--- config.mk ---
export PLATFORM = sky130hd
export DESIGN_NAME = keypad_operand_loader
export DESIGN_NICKNAME = d
export VERILOG_FILES = /design/src/rtl/keypad_pkg.sv /design/src/rtl/keypad_debounce.sv /design/src/rtl/keypad_operand_loader.sv
export SDC_FILE = /design/constraint.sdc
export NUM_CORES = 1
export LEC_CHECK = 0
export ABC_AREA = 1
export BUFFER_PORTS_ARGS = -buffer_cell sky130_fd_sc_hd__buf_4
export CAP_MARGIN = 15
export CORE_UTILIZATION = 55
export CTS_CLUSTER_SIZE = 28
export DETAILED_ROUTE_END_ITERATION = 16
export GPL_ROUTABILITY_DRIVEN = 0
export PLACE_DENSITY = 0.79
export RECOVER_POWER = 100
export SYNTH_ARGS = -nofsm -noshare
export SYNTH_HDL_FRONTEND = slang
export SYNTH_SLANG_ARGS = --single-unit
export TNS_END_PERCENT = 10
--- constraint.sdc ---
create_clock -name MainClock -period 1.95 [get_ports MainClock]
set_input_delay 0.39 -clock MainClock [delete_from_list [all_inputs] [get_ports MainClock]]
set_output_delay 0.39 -clock MainClock [all_outputs]
set_load 0.03 [all_outputs]
--- src/rtl/keypad_pkg.sv ---
// keypad_pkg
//   Types and constants shared by the keypad operand loader.
//   - scan_state_t : scanner/debounce FSM states
//   - seq_state_t  : operand entry sequencer states
//   - NUM_ROWS / NUM_COLS : keypad matrix geometry
//   - CLEAR_KEY_CODE : code used as the clear key when KEYPAD_CLEAR_KEY_EN is defined
//   - low_idx() : index of the lowest-numbered low bit of an active-low vector
package keypad_pkg;

  localparam int NUM_ROWS = 4;
  localparam int NUM_COLS = 4;

  localparam logic [3:0] CLEAR_KEY_CODE = 4'hF;

  typedef enum logic [1:0] {
    SCAN       = 2'd0,
    PRESS_DB   = 2'd1,
    HELD       = 2'd2,
    RELEASE_DB = 2'd3
  } scan_state_t;

  typedef enum logic [1:0] {
    WAIT_A = 2'd0,
    WAIT_B = 2'd1,
    DONE   = 2'd2
  } seq_state_t;

  // Lowest index wins when several lines are low at once.
  function automatic logic [1:0] low_idx(input logic [3:0] v);
    logic [1:0] idx;
    idx = 2'd0;
    for (int i = NUM_ROWS - 1; i >= 0; i--) begin
      if (!v[i]) idx = 2'(i);
    end
    return idx;
  endfunction

endpackage

--- src/rtl/keypad_debounce.sv ---
// keypad_debounce
//   Press/release debouncer for the scanned keypad. Tracks the captured row
//   pattern and a stability counter, and flags when a press is accepted or a
//   release has settled.
//   Ports:
//     clk_sys       in   clock, rising edge
//     rst_b         in   synchronous active-low reset
//     row[3:0]      in   keypad rows, active-low
//     state         out  current scanner state (column scan freezes outside SCAN)
//     press_accept  out  combinational strobe, true on the edge a press is accepted
//     release_done  out  combinational strobe, true on the edge a release settles
//
//   state      | meaning
//   -----------+-----------------------------------------------------------
//   SCAN       | no key seen, columns rotating
//   PRESS_DB   | a row is low, counting identical samples of the pattern
//   HELD       | key accepted, waiting for all rows high
//   RELEASE_DB | rows high, counting all-high samples before rescanning
module keypad_debounce
  import keypad_pkg::*;
#(
  parameter int DEBOUNCE_CYCLES = 4
) (
  input  logic        clk_sys,
  input  logic        rst_b,
  input  logic [3:0]  row,
  output scan_state_t state,
  output logic        press_accept,
  output logic        release_done
);

  localparam logic [3:0] DB_W = 4'(DEBOUNCE_CYCLES);

  scan_state_t state_nx;
  logic [3:0]  pattern, pattern_nx;
  logic [3:0]  cnt, cnt_nx;
  logic        row_idle;

  assign row_idle = &row;

  // The count includes the current sample, so a press is accepted on the
  // edge that sees the DEBOUNCE_CYCLES-th identical low pattern.
  always_comb begin
    state_nx     = state;
    pattern_nx   = pattern;
    cnt_nx       = cnt;
    press_accept = 1'b0;
    release_done = 1'b0;
    case (state)
      SCAN: begin
        if (!row_idle) begin
          pattern_nx = row;
          cnt_nx     = 4'd1;
          state_nx   = PRESS_DB;
          if (cnt_nx == DB_W) begin
            press_accept = 1'b1;
            state_nx     = HELD;
            cnt_nx       = 4'd0;
          end
        end
      end
      PRESS_DB: begin
        if (row_idle) begin
          state_nx = SCAN;
          cnt_nx   = 4'd0;
        end else begin
          if (row != pattern) begin
            pattern_nx = row;
            cnt_nx     = 4'd1;
          end else begin
            cnt_nx = cnt + 4'd1;
          end
          if (cnt_nx == DB_W) begin
            press_accept = 1'b1;
            state_nx     = HELD;
            cnt_nx       = 4'd0;
          end
        end
      end
      HELD: begin
        if (row_idle) begin
          cnt_nx   = 4'd1;
          state_nx = RELEASE_DB;
          if (cnt_nx == DB_W) begin
            release_done = 1'b1;
            state_nx     = SCAN;
            cnt_nx       = 4'd0;
          end
        end
      end
      RELEASE_DB: begin
        if (!row_idle) begin
          state_nx = HELD;
          cnt_nx   = 4'd0;
        end else begin
          cnt_nx = cnt + 4'd1;
          if (cnt_nx == DB_W) begin
            release_done = 1'b1;
            state_nx     = SCAN;
            cnt_nx       = 4'd0;
          end
        end
      end
      default: begin
        state_nx = SCAN;
        cnt_nx   = 4'd0;
      end
    endcase
  end

  always_ff @(posedge clk_sys) begin
    if (!rst_b) begin
      state   <= SCAN;
      pattern <= 4'hF;
      cnt     <= 4'd0;
    end else begin
      state   <= state_nx;
      pattern <= pattern_nx;
      cnt     <= cnt_nx;
    end
  end

endmodule

--- src/rtl/keypad_operand_loader.sv ---
// keypad_operand_loader
//   Scans a 4x4 hex keypad, debounces it, encodes the accepted key and
//   sequences operand entry: first key loads accumulator A, second loads B,
//   then OperandsValid is raised until Restart.
//   Parameters: DEBOUNCE_CYCLES (1..15), SCAN_DIV (1..15).
//   Optional build macro: KEYPAD_CLEAR_KEY_EN -- key 4'hF becomes a clear key
//   that returns to WAIT_A and pulses the extra active-low ClearOut output.
//   Ports:
//     MainClock      in   clock, rising edge
//     ClearN         in   synchronous active-low reset
//     Row[3:0]       in   keypad rows, active-low
//     Restart        in   one-cycle request to restart operand entry
//     Col[3:0]       out  column drive, active-low one-hot
//     kbd[3:0]       out  encoded key value, held until the next loaded key
//     LatchA         out  one-cycle load pulse for accumulator A
//     LatchB         out  one-cycle load pulse for accumulator B
//     OperandsValid  out  both operands loaded
//     ClearOut       out  one-cycle active-low clear pulse (KEYPAD_CLEAR_KEY_EN only)
//
//   state  | meaning
//   -------+--------------------------------------------
//   WAIT_A | next accepted key loads accumulator A
//   WAIT_B | next accepted key loads accumulator B
//   DONE   | both loaded, keys ignored until Restart
module keypad_operand_loader
  import keypad_pkg::*;
#(
  parameter int DEBOUNCE_CYCLES = 4,
  parameter int SCAN_DIV        = 1
) (
  input  logic                MainClock,
  input  logic                ClearN,
  input  logic [NUM_ROWS-1:0] Row,
  input  logic                Restart,
  output logic [NUM_COLS-1:0] Col,
  output logic [3:0]          kbd,
  output logic                LatchA,
  output logic                LatchB,
  output logic                OperandsValid
`ifdef KEYPAD_CLEAR_KEY_EN
  ,
  output logic                ClearOut
`endif
);

  localparam logic [3:0] DIV_LAST = 4'(SCAN_DIV - 1);

  scan_state_t scan_state;
  seq_state_t  seq;
  logic        press_accept;
  logic        release_done;
  logic [3:0]  div_cnt;
  logic        scan_step;
  logic [3:0]  code;
  logic        is_clear;
  logic        pend_a, pend_b;
`ifdef KEYPAD_CLEAR_KEY_EN
  logic        pend_clr;
`endif

  keypad_debounce #(
    .DEBOUNCE_CYCLES(DEBOUNCE_CYCLES)
  ) u_debounce (
    .clk_sys      (MainClock),
    .rst_b        (ClearN),
    .row          (Row),
    .state        (scan_state),
    .press_accept (press_accept),
    .release_done (release_done)
  );

  // Column only moves while idle in SCAN; any low row freezes it so the
  // pressed key stays visible through debounce.
  assign scan_step = (scan_state == SCAN) && (&Row);

  always_ff @(posedge MainClock) begin
    if (!ClearN) begin
      Col     <= 4'b1110;
      div_cnt <= 4'd0;
    end else if (release_done) begin
      Col     <= {Col[2:0], Col[3]};
      div_cnt <= 4'd0;
    end else if (scan_step) begin
      if (div_cnt == DIV_LAST) begin
        Col     <= {Col[2:0], Col[3]};
        div_cnt <= 4'd0;
      end else begin
        div_cnt <= div_cnt + 4'd1;
      end
    end
  end

  assign code = {low_idx(Row), low_idx(Col)};

`ifdef KEYPAD_CLEAR_KEY_EN
  assign is_clear = (code == CLEAR_KEY_CODE);
`else
  assign is_clear = 1'b0;
`endif

  // kbd loads on the accept edge; the matching pulse leaves one edge later
  // through pend_*, so kbd is settled a full cycle before the pulse.
  always_ff @(posedge MainClock) begin
    if (!ClearN) begin
      seq           <= WAIT_A;
      kbd           <= 4'd0;
      pend_a        <= 1'b0;
      pend_b        <= 1'b0;
      LatchA        <= 1'b0;
      LatchB        <= 1'b0;
      OperandsValid <= 1'b0;
`ifdef KEYPAD_CLEAR_KEY_EN
      pend_clr      <= 1'b0;
      ClearOut      <= 1'b1;
`endif
    end else begin
      LatchA <= pend_a;
      LatchB <= pend_b;
      pend_a <= 1'b0;
      pend_b <= 1'b0;
`ifdef KEYPAD_CLEAR_KEY_EN
      ClearOut <= ~pend_clr;
      pend_clr <= 1'b0;
`endif
      if (pend_b) OperandsValid <= 1'b1;
      // Restart outranks an accept on the same edge.
      if (Restart) begin
        seq           <= WAIT_A;
        OperandsValid <= 1'b0;
      end else if (press_accept) begin
        if (is_clear) begin
          seq           <= WAIT_A;
          OperandsValid <= 1'b0;
`ifdef KEYPAD_CLEAR_KEY_EN
          pend_clr      <= 1'b1;
`endif
        end else begin
          case (seq)
            WAIT_A: begin
              kbd    <= code;
              pend_a <= 1'b1;
              seq    <= WAIT_B;
            end
            WAIT_B: begin
              kbd    <= code;
              pend_b <= 1'b1;
              seq    <= DONE;
            end
            DONE: ;
            default: seq <= WAIT_A;
          endcase
        end
      end
    end
  end

endmodule

==> results.toml, run 1 <==
[status]
status = "completed"

[place]
hpwl_um = 2110
place.port_buffers = 17
dpl_worst_slack_ns = 0.320
postPlaceCellArea_mm2 = 0.00172

[clocking]
ctsHoldBuffers = 0
cts_resized = 0
htreeDepth = 2
clock_latency_ns = 0.33
cts_tree = "done"
cts_made_buffers = 5
cts_sinks = 29
cts_setup_buffers = 0
cts-root-buf = "clkbuf_4"
path_clk_slew_ns = 0.10
clockBufferDepth = 2

[detailed_routing]
ant_nets = 0
wl_um = 3050
drc = 0
viasPerCell = 4.98
firstDrtPassIters = 4
highest_layer = "met4"
drt-met1-wl_um = 1510
route.vias.total = 1349
route.met2.wl_um = 1420
drt_iter0_markers = 52
wl_met3_um = 69
wl_per_cell_um = 11.2

[worst_setup_path]
path_common_cell = "nand2_1"
cp_num_buf_inv = 1
critical_path.slowest_cell = "dfxtp_1"
reg2reg_slack_ns = 0.26
cp-end-kind = "register"
r2r-start = "u_debounce.cnt[1]$_SDFFE_PN0P_"
start_kind = "register"
worstPathCellList = "ha_1, inv_1, nand2_1, nand2_1, nor2_1, nand2_1, nor3_2, nand4_1, nand2_1, nor2_1"
cpPeakStageDelay_ns = 0.41
cp.arrival_ns = 1.93
crit_family = "simple AND/OR/NAND/NOR gates"
path_max_fanout = 5
cp_data_required_time_ns = 2.19
critPathLaunch = "u_debounce.cnt[1]$_SDFFE_PN0P_"
worstSetupPathType = "register to register"

[synth]
ys_warn_count = 0
synth_edf_count = 0
yosys.area.top_type = "dfxtp_1"
synth_top_area_share_pct = 37.2
synthTopCellsByCount = "59 x nand2_1, 32 x inv_1, 29 x dfxtp_1, 18 x nor2_1, 10 x inv_2"
syn-cell-area_mm2 = 0.00156
yosysMostFrequentCell = "nand2_1"
async_flop_share_pct = 0
yosysSeqAreaShare_pct = 37.2
yosys.cell_types.count = 34
synthFlopType = "dfxtp_1"
synth-seq-cells = 29
synth.area.top_cells = "dfxtp_1 37%, nand2_1 14%, inv_1 7.7%"
syn_area_per_cell_um2 = 7.20
syn_nets = 228
syn_inst = 217

[power_and_ir_drop]
p_comb_share_pct = 14.3
max-vdd-ir-drop_uv = 713
clkPwrFrac_pct = 38.6
p_leak_nw = 0.879
power_density_mw_per_mm2 = 782
p_int_w = 0.000987
swShare_pct = 27.4
total_power_w = 0.00136
seqPwrFrac_pct = 47.1
p_switching_w = 0.000372

[sta]
hold_violations = 0
max_slew_margin_pct = 63.3
finalCriticalPeriod_ns = 1.69
worst_slew_pin_slew_ns = 0.547
period_share_pct = 86.8
fin_skew_ns = 0.00465
setup_slack_ns = 0.257
rsz0062_at_grt = "no"
fmax_ghz = 0.591
report.final.setup_viol = 0
finalMaxSlewViolations = 0
fin_tns_setup_ns = 0

[global_route]
grt_max_degree = 20
grt_pass1_vias = 1223
overflow = 0
grt_pass1_wl_um = 5230
antenna_found_initial = 0
grt_use_total_pct = 21.5

[floorplanning]
row_count = 18
die_h_um = 55.3
start_util_pct = 60.3
pin_count = 18
core_area_mm2 = 0.00259
dieWidth_um = 55.3
die_area_mm2 = 0.00306

[cells_and_area]
design_area_mm2 = 0.00174
fin_nets = 251
diodes = 0
drive_gt1_share_pct = 16.6
syn_to_final_growth_pct = 11.2

[job]
maxCapViolCount = 0

[hold_path]
hp-start = "Restart"
hp-class = "input port to register"
per-layer routing:
layer | track usage [%] | vias up
met4 | 9.64 | 0
met2 | 33.7 | 17
li1 | - | 728
met3 | 4.92 | 7
met1 | 28.0 | 597
met5 | 0 | -
state kept, by name (all words and copies together), names as in the netlist, named ones only:
name and cells:
pend_b 1, u_debounce.state 1, pend_a 1, u_debounce.cnt 4, OperandsValid 1, u_debounce.pattern 4
LatchB 1, div_cnt 4, seq 2, LatchA 1, Col 4, kbd 4
power by group through the flow:
stage / Combinational [W] / Clock, W / Sequential (W)
floorplan: 0.000144 / 0 / 0.000658
global placement: 0.000198 / 0 / 0.000653
CTS: 0.000205 / 0.000527 / 0.000640
detailed placement: 0.000200 / 0 / 0.000653
global route: 0.000218 / 0.000556 / 0.000643
finish: 0.000194 / 0.000524 / 0.000640
placed cells by master, fill, tap and decap left out, drive strengths merged, types with 2 or more instances in the layout:
cell    instances
nor2           24
nand2          65
xor2            2
dfxtp          29
inv            42
o21ai           8
nor3            3
nand4           7
buf             7
nand3          10
clkbuf         18
o211ai          7
ha              4
a21oi           9
per-stage QoR:
| stage | hold WS, ns | std cells | utilization, % |
|---|---|---|---|
| after global routing | 0.355 | 271 | 67.1 |
| after global placement | 0.400 | 263 | 66.5 |
| final | 0.372 | 271 | 67.1 |
| after detailed placement | 0.402 | 263 | 66.5 |
| after floorplan | 0.390 | 217 | - |
| after CTS | 0.355 | 271 | 69.8 |
path summary, 6_finish.rpt:
check,end,cells past startpoint
setup / recovery,kbd[0]$_SDFFE_PN0P_,10
hold / removal,OperandsValid$_SDFFE_PP0P_,3
setup reg to reg,kbd[0]$_SDFFE_PN0P_,10
hold reg to reg,LatchA$_SDFF_PN0_,2
logic make-up (layout without fill, tap and decap cells):
kind of cell | Yosys count | count (layout) | synth area share, %
xor+xnor | 2 | 2 | 1.12
buf+inv | 45 | 69 | 11.1
simple gates | 110 | 110 | 36.4
flops | 29 | 29 | 37.2
fa+ha+maj | 4 | 4 | 3.21
compound gates | 27 | 27 | 11.1
tightest hold or removal path: cells and delay by family:
family	cells	cell delay [ns]
AOI/OAI and AO/OA	1	0.11
and+or+nand+nor	1	0.08
buffers and inverters	1	0.08
final cells by class:
type	count	area, um2
flip-flops and latches	29	581
multi-input cells	143	778
repair buffers	18	93.8
clock inverters	1	30.0
clock buffers	7	55.1
inverters	43	161
well taps	30	37.5
fillers	246	853
(Power assumes the default switching activity.)
==> run 2: changes to the inputs <==
--- a/config.mk
+++ b/config.mk
@@ -16,5 +16,6 @@
 export RECOVER_POWER = 100
 export SYNTH_ARGS = -nofsm -noshare
 export SYNTH_HDL_FRONTEND = slang
+export SYNTH_HIERARCHICAL = 1
 export SYNTH_SLANG_ARGS = --single-unit
 export TNS_END_PERCENT = 10
==> run 2 against run 1 <==
Worst setup slack got worse by 0.081 ns. Global-route usage is 1.7 points higher. Die area is 1.2% lower. Hold slack got worse by 0.034 ns. Final cell count unchanged. Non-clock buffer count grew 2. Clock skew up 0.0011 ns. Combinational power about the same.
==> results.toml, run 2 <==
[detailed_routing]
route.vias.total = 1397
ant_nets = 0
viasPerCell = 5.15
wl_um = 3070
wl_per_cell_um = 11.3
drc = 0
drt_iter0_markers = 30
firstDrtPassIters = 4

[synth]
yosysSeqAreaShare_pct = 37.7
ys_warn_count = 6
yosys.area.top_type = "dfxtp_1"
syn_nets = 225
syn-cell-area_mm2 = 0.00154
yosysMostFrequentCell = "nand2_1"
syn_area_per_cell_um2 = 7.20
yosys.cell_types.count = 31
synth_edf_count = 0
synthFlopType = "dfxtp_1"
synthTopCellsByCount = "52 x nand2_1, 29 x dfxtp_1, 24 x inv_1, 21 x nand3_1, 20 x nor2_1"
async_flop_share_pct = 0
synth_top_area_share_pct = 37.7
synth-seq-cells = 29
synth.area.top_cells = "dfxtp_1 38%, nand2_1 13%, nand3_1 6.8%"
syn_inst = 214

[place]
dpl_worst_slack_ns = 0.103
hpwl_um = 2350
place_inst = 263
place.port_buffers = 17

[worst_setup_path]
cpPeakStageDelay_ns = 0.40
rr_endpoint = "kbd[1]$_SDFFE_PN0P_"
cp_data_required_time_ns = 2.18
cp-end-kind = "register"
cp.arrival_ns = 2.00
crit_path_end = "kbd[1]$_SDFFE_PN0P_"
worstPathCellList = "ha_2, inv_1, nand3_1, nor2_1, nand3_1, nor2_2, nand3_2, a22oi_1, nor2_1"
critPathLaunch = "u_debounce/cnt[1]$_SDFFE_PN0P_"
worstSetupPathType = "register to register"
path_max_fanout = 6
reg2reg_slack_ns = 0.18
r2r.worst_path.cells = 9
r2r-start = "u_debounce/cnt[1]$_SDFFE_PN0P_"
start_kind = "register"
critical_path.slowest_cell = "dfxtp_1"
cp_num_buf_inv = 1
crit_family = "simple AND/OR/NAND/NOR gates"
cp.depth = 9

[floorplanning]
start_util_pct = 60.0
row_count = 18
die_h_um = 54.9
core_area_mm2 = 0.00257
pin_count = 18
die_area_mm2 = 0.00302
dieWidth_um = 54.9

[cells_and_area]
layoutNonFillerInstCount = 271
drive_gt1_share_pct = 17.0
fin_nets = 251
final_common_cell = "nand2_1"
fill_cells = 233
final_cell_mix = "52 x nand2_1, 29 x dfxtp_1, 24 x inv_1"
syn_to_final_growth_pct = 14.8
diodes = 0

[global_route]
grt_pass1_wl_um = 4890
grt_max_degree = 18
grt_pass1_vias = 1207
overflow = 0
antenna_found_initial = 0
grt_use_total_pct = 23.2

[clocking]
cts-root-buf = "clkbuf_4"
clock_latency_ns = 0.33
cts_made_buffers = 5
cts_sinks = 29
clockBufferDepth = 2
cts_setup_buffers = 0
cts_resized = 0
ctsHoldBuffers = 0
cts_tree = "done"
path_clk_slew_ns = 0.09
htreeDepth = 2

[sta]
fmax_ghz = 0.564
rsz0062_at_grt = "no"
fin_skew_ns = 0.00571
worst_slew_pin_slew_ns = 0.372
finalMaxSlewViolations = 0
fin_tns_setup_ns = 0
period_share_pct = 91.0
hold_violations = 0
setup_slack_ns = 0.176
max_slew_margin_pct = 75.3
finalCriticalPeriod_ns = 1.77
report.final.setup_viol = 0

[status]
status = "completed"

[power_and_ir_drop]
power_density_mw_per_mm2 = 762
max-vdd-ir-drop_uv = 689
p_leak_nw = 0.791

[hold_path]
hp-class = "input port to register"

[job]
maxCapViolCount = 0
## run 2: layout make-up
class / instances / area (um2) / share of cell area (%)
flip-flops and latches: 29 / 581 / 32.8
well taps: 30 / 37.5 / 2.12
clock inverters: 1 / 30.0 / 1.70
inverters: 28 / 111 / 6.29
multi-input cells: 156 / 850 / 48.0
clock buffers: 7 / 55.1 / 3.11
repair buffers: 20 / 105 / 5.94
## run 2: metal layers
layer / routed length, um / global-route usage [%]
met3: 151 / 8.20
met5: 0 / 0
met2: 1460 / 40.4
met4: 40 / 7.92
met1: 1410 / 26.1
## run 2: worst min-delay path by stage
stage	startpoint	to	slack, ns	cells past startpoint
detailed placement	pend_a$_SDFF_PP0_	LatchA$_SDFF_PN0_	0.40	2
CTS	Row[2]	u_debounce/pattern[2]$_SDFFE_PN1P_	0.33	3
floorplan	pend_a$_SDFF_PP0_	LatchA$_SDFF_PN0_	0.39	2
global placement	pend_a$_SDFF_PP0_	LatchA$_SDFF_PN0_	0.40	2
global route	Row[3]	u_debounce/pattern[3]$_SDFFE_PN1P_	0.34	3
finish	Row[2]	u_debounce/pattern[2]$_SDFFE_PN1P_	0.34	3
## run 2: worst register-to-register path: stages (launching register included)
cell and delay (ns):
dfxtp_1 0.40, ha_2 0.30, inv_1 0.05, nand3_1 0.07
nor2_1 0.10, nand3_1 0.14, nor2_2 0.14, nand3_2 0.18
a22oi_1 0.23, nor2_1 0.06
## run 2: where the power goes
part           switching (W)  internal (W)
combinational       0.000117     0.0000738
clock               0.000204      0.000306
sequential         0.0000308      0.000616
total               0.000352      0.000996
## run 2: stage by stage
stage | cell area, um2 | total power (W) | hold slack [ns] | utilization (%)
finish | 1770 | 0.00135 | 0.337 | 68.9
global route | 1770 | 0.00141 | 0.341 | 68.9
CTS | 1810 | 0.00136 | 0.329 | 70.5
detailed placement | 1720 | 0.000852 | 0.405 | 67.2
global placement | 1720 | 0.000843 | 0.403 | 67.2
floorplan | 1540 | 0.000789 | 0.390 | -
## run 2: logic make-up after synthesis
| family | synth area share [%] |
|---|---|
| AOI/OAI and AO/OA | 9.74 |
| and+or+nand+nor | 37.3 |
| adders and majority gates | 3.25 |
| buffers and inverters | 7.55 |
| DFF | 37.7 |
| xor gates and xnor gates | 4.55 |
